===== src/rtl/blinker_pkg.sv =====
// Shared definitions for the switch conditioning path: debounce FSM states
// and synchronizer depth.
package blinker_pkg;

  typedef enum logic {
    STABLE  = 1'b0,
    PENDING = 1'b1
  } debounce_state_e;

  localparam int SYNC_STAGES = 2;

endpackage


===== src/rtl/switch_debounce.sv =====
// One switch channel: two-flop synchronizer feeding a STABLE/PENDING debounce
// FSM whose counter tracks how long the synced level has disagreed.
module switch_debounce
  import blinker_pkg::*;
#(
  parameter int DEBOUNCE_CYCLES = 250000
) (
  input  logic i_clock,
  input  logic i_reset,
  input  logic i_raw,
  output logic o_synced,
  output logic o_debounced
);

  localparam int CNT_W = $clog2(DEBOUNCE_CYCLES + 1);
  localparam logic [CNT_W:0] TARGET = (CNT_W + 1)'(DEBOUNCE_CYCLES);
  localparam logic [CNT_W:0] ONE    = (CNT_W + 1)'(1);

  if (DEBOUNCE_CYCLES < 1) begin : g_bad_param
    $error("switch_debounce: DEBOUNCE_CYCLES must be >= 1");
  end

  logic [SYNC_STAGES-1:0] sync_q, sync_d;
  debounce_state_e        state_q, state_d;
  logic [CNT_W-1:0]       count_q, count_d;
  logic                   debounced_q, debounced_d;
  logic [CNT_W:0]         count_inc;
  logic                   synced;
  logic                   count_done;

  assign synced      = sync_q[SYNC_STAGES-1];
  assign o_synced    = synced;
  assign o_debounced = debounced_q;

  // count_q holds the disagreeing edges already seen; the new level is
  // accepted on the edge that brings that tally up to DEBOUNCE_CYCLES.
  always_comb begin
    sync_d      = {sync_q[SYNC_STAGES-2:0], i_raw};
    count_inc   = {1'b0, count_q} + ONE;
    count_done  = (count_inc == TARGET);
    state_d     = state_q;
    count_d     = count_q;
    debounced_d = debounced_q;
    case (state_q)
      STABLE: begin
        if (synced != debounced_q) begin
          if (count_done) begin
            debounced_d = ~debounced_q;
            count_d     = '0;
          end else begin
            state_d = PENDING;
            count_d = count_inc[CNT_W-1:0];
          end
        end
      end
      PENDING: begin
        if (synced == debounced_q) begin
          state_d = STABLE;
          count_d = '0;
        end else if (count_done) begin
          debounced_d = ~debounced_q;
          count_d     = '0;
          state_d     = STABLE;
        end else begin
          count_d = count_inc[CNT_W-1:0];
        end
      end
      default: begin
        state_d = STABLE;
        count_d = '0;
      end
    endcase
  end

  always_ff @(posedge i_clock) begin
    if (i_reset) begin
      sync_q      <= '0;
      state_q     <= STABLE;
      count_q     <= '0;
      debounced_q <= 1'b0;
    end else begin
      sync_q      <= sync_d;
      state_q     <= state_d;
      count_q     <= count_d;
      debounced_q <= debounced_d;
    end
  end

endmodule


===== src/rtl/switch_conditioner.sv =====
// Conditions two bouncing switches and presents them as an atomic pair, with
// a one-cycle pulse after each pair update.
module switch_conditioner
  import blinker_pkg::*;
#(
  parameter int DEBOUNCE_CYCLES = 250000
) (
  input  logic i_clock,
  input  logic i_reset,
  input  logic i_switch_1_raw,
  input  logic i_switch_2_raw,
  output logic o_switch_1,
  output logic o_switch_2,
  output logic o_changed
);

  logic synced_1, synced_2;
  logic debounced_1, debounced_2;
  logic switch_1_q, switch_1_d;
  logic switch_2_q, switch_2_d;
  logic changed_q, changed_d;
  logic pair_load;

  switch_debounce #(
    .DEBOUNCE_CYCLES(DEBOUNCE_CYCLES)
  ) u_debounce_1 (
    .i_clock    (i_clock),
    .i_reset    (i_reset),
    .i_raw      (i_switch_1_raw),
    .o_synced   (synced_1),
    .o_debounced(debounced_1)
  );

  switch_debounce #(
    .DEBOUNCE_CYCLES(DEBOUNCE_CYCLES)
  ) u_debounce_2 (
    .i_clock    (i_clock),
    .i_reset    (i_reset),
    .i_raw      (i_switch_2_raw),
    .o_synced   (synced_2),
    .o_debounced(debounced_2)
  );

  // Only publish when neither channel is mid-settle, so a staggered press
  // never shows up as an intermediate pair.
  always_comb begin
    pair_load  = (synced_1 == debounced_1) && (synced_2 == debounced_2) &&
                 ({debounced_1, debounced_2} != {switch_1_q, switch_2_q});
    switch_1_d = switch_1_q;
    switch_2_d = switch_2_q;
    changed_d  = pair_load;
    if (pair_load) begin
      switch_1_d = debounced_1;
      switch_2_d = debounced_2;
    end
  end

  always_ff @(posedge i_clock) begin
    if (i_reset) begin
      switch_1_q <= 1'b0;
      switch_2_q <= 1'b0;
      changed_q  <= 1'b0;
    end else begin
      switch_1_q <= switch_1_d;
      switch_2_q <= switch_2_d;
      changed_q  <= changed_d;
    end
  end

  assign o_switch_1 = switch_1_q;
  assign o_switch_2 = switch_2_q;
  assign o_changed  = changed_q;

endmodule


===== config.mk =====
export PLATFORM = sky130hd
export DESIGN_NAME = switch_conditioner
export DESIGN_NICKNAME = d
export VERILOG_FILES = /design/src/rtl/blinker_pkg.sv /design/src/rtl/switch_debounce.sv /design/src/rtl/switch_conditioner.sv
export SDC_FILE = /design/constraint.sdc
export NUM_CORES = 1
export LEC_CHECK = 0
export ABC_AREA = 0
export CORE_ASPECT_RATIO = 0.8
export CORE_MARGIN = 8
export CORE_UTILIZATION = 55
export CTS_CLUSTER_SIZE = 12
export DETAILED_ROUTE_END_ITERATION = 12
export PLACE_DENSITY = 0.72
export SYNTH_ARGS = -nofsm -noshare
export SYNTH_HDL_FRONTEND = slang
export SYNTH_HIERARCHICAL = 1
export SYNTH_SLANG_ARGS = --single-unit

===== constraint.sdc =====
create_clock -name i_clock -period 7.43 [get_ports i_clock]
set_clock_uncertainty 0.15 [all_clocks]
set_input_delay 1.486 -clock i_clock [delete_from_list [all_inputs] [get_ports i_clock]]
set_output_delay 1.486 -clock i_clock [all_outputs]
set_load 0.02 [all_outputs]

==> impl_results.md <==
- Sequential fraction of the synthesis area: a little over a third
- Switch share: between 20% and 30%
- Setup slack, reg-to-reg: around 4200 ps
- Worst R2R End: u_debounce_1/count_q[15]
- CTS Sinks: 47
- Highest clock rate: slightly below 300 MHz
- Placer congestion estimate: 0.872
- FF+latch count, synth: 47
- R2r startpoint: u_debounce_1/count_q[0]
- Sw power: around 0.00010 W
- First-pass GRT wire length: 9.89 mm
- Pwr Total: 0.000429 W
- Synth cell count leaders: dfxtp_1, nand2_1, nand3_1, o21ai_0, nor2_1
- Most used DFF post-synth: dfxtp_1
- Comb pwr share: roughly 3.3%
- # resized after CTS: 0
- Top cells by area, synth: dfxtp_1, nand2_1, xor2_1
- Critical Path Fanout Max: 18
- CP Class: in -> reg
- Final count of hold timing violations: 0
- Root Buffer: clkbuf_8
- Setup bufs post-CTS: 0
- Count of buffers from port buffering: 6
- Req. time, crit path: 7490 ps
- Worst relative slew slack: 23.0%
- CTS tree: built
- I/O Pins: 7
- Outcome: completed
- Die width: about 94 um
- Synthesized area: 2700 um2
- Dominant cell type by area after synthesis: dfxtp_1
- Initial antenna violation count: 0
- Max stage delay cell, worst path: nor3_2
- Post-synthesis async set-or-reset flop share: 0%
- Total length of routed wires: 5.64 mm
- Most frequent cell after synthesis: dfxtp_1
- Hold WC Path Type: reg -> reg
- Syn Nets: between 300 and 400
- Die area: 7420 um2
- Final min period: between 3000 and 4000 ps
- Core area: roughly 4700 um2
- Setup tns final: 0 ps
- Max Cap Viol: 0
- Slew Limit Fails: 0
- Dpl cells: around 370
- Sequential power share: 59.8%
- Worst Setup End Kind: register
- R2R depth: 9
- Internal cell power: between 0.0003 and 0.0004 W
- Drt pass-1 iters: 4
- # rows: 22
- Worst setup endpoint: u_debounce_2/count_q[3]
- CTS buffer count: 5
- Period Utilization, post-route: 45.9%
- PD cells: between 150 and 200 nW/um2
- Yosys Warn Count: 6
- Post-DP HPWL: a little under 4 mm
- Worst-path clk slew: around 90 ps
- Initial Utilization: 58.1%
- Post-synth EDFFs: 0
- Worst-path cell chain: clkdlybuf4s50_1, nor3_2, a21oi_1, o31ai_1
- DRC violations left: 0
- Final instance area: 2820 um2
- Overall die height: between 70 and 80 um
- Clock power share: ~37%
- Post-Layout Cell Count: between 300 and 400
- Nets: between 300 and 400
- Crit path arrival time: roughly 3500 ps
- DRT antenna net count: 0
- CP startpoint: i_reset
- Hold-fix buffer count after cts: 0
- Diodes inserted: 0
- WL/cell: about 15 um
- Via count: approximately 2,300
- RSZ-0062 raised after global routing: false
- Number of global-route vias before repair: 2,032
- Syn Area/Cell: ~8.2 um2
- Routed vias/inst: 6.16
- Share of the synthesized area in the top cell type: 34.8%
- P&R area growth vs syn: 4.45%
- GR Util All Layers: 16.1%
- Grt total ovfl: 0
- Max stage delay on crit path: between 1000 and 1500 ps
- Largest net degree at the start of global routing: 19
- Clock insertion delay at the later pin of the skew report: 300 ps
- Post-Synthesis Cells: approximately 330
- Layout cell share with drive strength beyond 1: between 8 and 9%
- Max H-tree Level: 2
- Clock Path Buffers: 2
- Startpoint Class: input port
- Setup violations, final: 0
- Static Leak: ~1.1 nW
- Area post-placement: about 2700 um2
- Pin slew with the least headroom to its limit: 1150 ps
- Worst IR Drop VDD: 108 uV
- Detailed Route Iter0 Violations: 236
- Unique masters post-synth: 48
-- how the worst min path moves through the flow --
stage | start | end | slack, ps | cells after the start
after floorplan | u_debounce_1/sync_q[0] | u_debounce_1/sync_q[1] | 260 | 1
after global placement | u_debounce_1/sync_q[0] | u_debounce_1/sync_q[1] | 290 | 1
after detailed placement | u_debounce_1/sync_q[0] | u_debounce_1/sync_q[1] | 300 | 1
after CTS | u_debounce_1/sync_q[0] | u_debounce_1/sync_q[1] | 310 | 1
after global routing | u_debounce_1/sync_q[0] | u_debounce_1/sync_q[1] | 330 | 1
final | u_debounce_1/sync_q[0] | u_debounce_1/sync_q[1] | 300 | 1
-- sequential cells by signal, indices dropped and copies added (netlist names) --
register	count
u_debounce_2/sync_q	2
u_debounce_1/o_debounced	1
u_debounce_2/state_q	1
o_switch_1	1
u_debounce_1/sync_q	2
o_switch_2	1
u_debounce_2/o_debounced	1
u_debounce_2/count_q	18
u_debounce_1/count_q	18
o_changed	1
u_debounce_1/state_q	1
-- per-layer routing --
metal | part of all wire (%) | GRT usage (%)
met1 | 52 | 24.4
met2 | 42 | 21.9
met3 | 5.7 | 3.33
met4 | 0.62 | 4.11
met5 | 0 | 0
-- power by group through the flow --
stage / Combinational [W] / Clock [W] / Sequential, W
floorplan: 0.00000875 / 0 / 0.000261
global placement: 0.0000138 / 0 / 0.000262
detailed placement: 0.0000143 / 0 / 0.000262
CTS: 0.0000143 / 0.000165 / 0.000256
global route: 0.0000158 / 0.000173 / 0.000257
finish: 0.0000142 / 0.000158 / 0.000256
-- critical path, delay by kind of cell --
family	cells	cell delay, ps
AO/OA/AOI/OAI	2	270
buffers and inverters	1	680
AND/OR/NAND/NOR	1	1020
-- layout by cell type (no fill, tap or decap), types with 5 or more instances in the layout --
cell type,n
o21ai_0,20
clkdlybuf4s50_1,6
xnor2_1,9
xor2_1,14
a21oi_1,9
nand2_1,38
clkbuf_8,5
a211oi_1,6
nand4_1,14
dfxtp_1,47
o31ai_1,10
or3_1,8
nor3_1,8
inv_1,5
nor2b_1,6
and3_1,8
nand3_1,20
nor2_1,15
a221o_1,6
-- final cells by class --
type	instances	area (um2)
flip-flops and latches	47	941
multi-input cells	253	1630
inverters	7	26.3
clock inverters	3	23.8
clock buffers	5	68.8
well taps	60	75.1
fillers	405	1830
repair buffers	6	60.1
-- metrics by stage --
| stage | hold WS, ps | util (%) | setup WS (ps) |
|---|---|---|---|
| 2_1_floorplan | 264 | - | 4700 |
| 3_5_place_dp | 297 | 58.7 | 3690 |
| 6_report | 305 | 60.7 | 4020 |
| 3_3_place_gp | 293 | 58.7 | 3780 |
| 5_1_grt | 325 | 60.7 | 3740 |
| 4_1_cts | 314 | 60.7 | 4020 |
-- kinds of logic (layout without fill, tap and decap cells) --
kind of cell,Yosys count,count (layout),share of synthesized area [%]
AO/OA/AOI/OAI,67,67,16.8
XOR/XNOR,23,23,7.46
adder cells (fa/ha/maj),2,2,0.926
buffers and inverters,31,21,5.33
flip-flops,47,47,34.8
AND/OR/NAND/NOR,161,161,34.7
(Power assumes the default switching activity.)
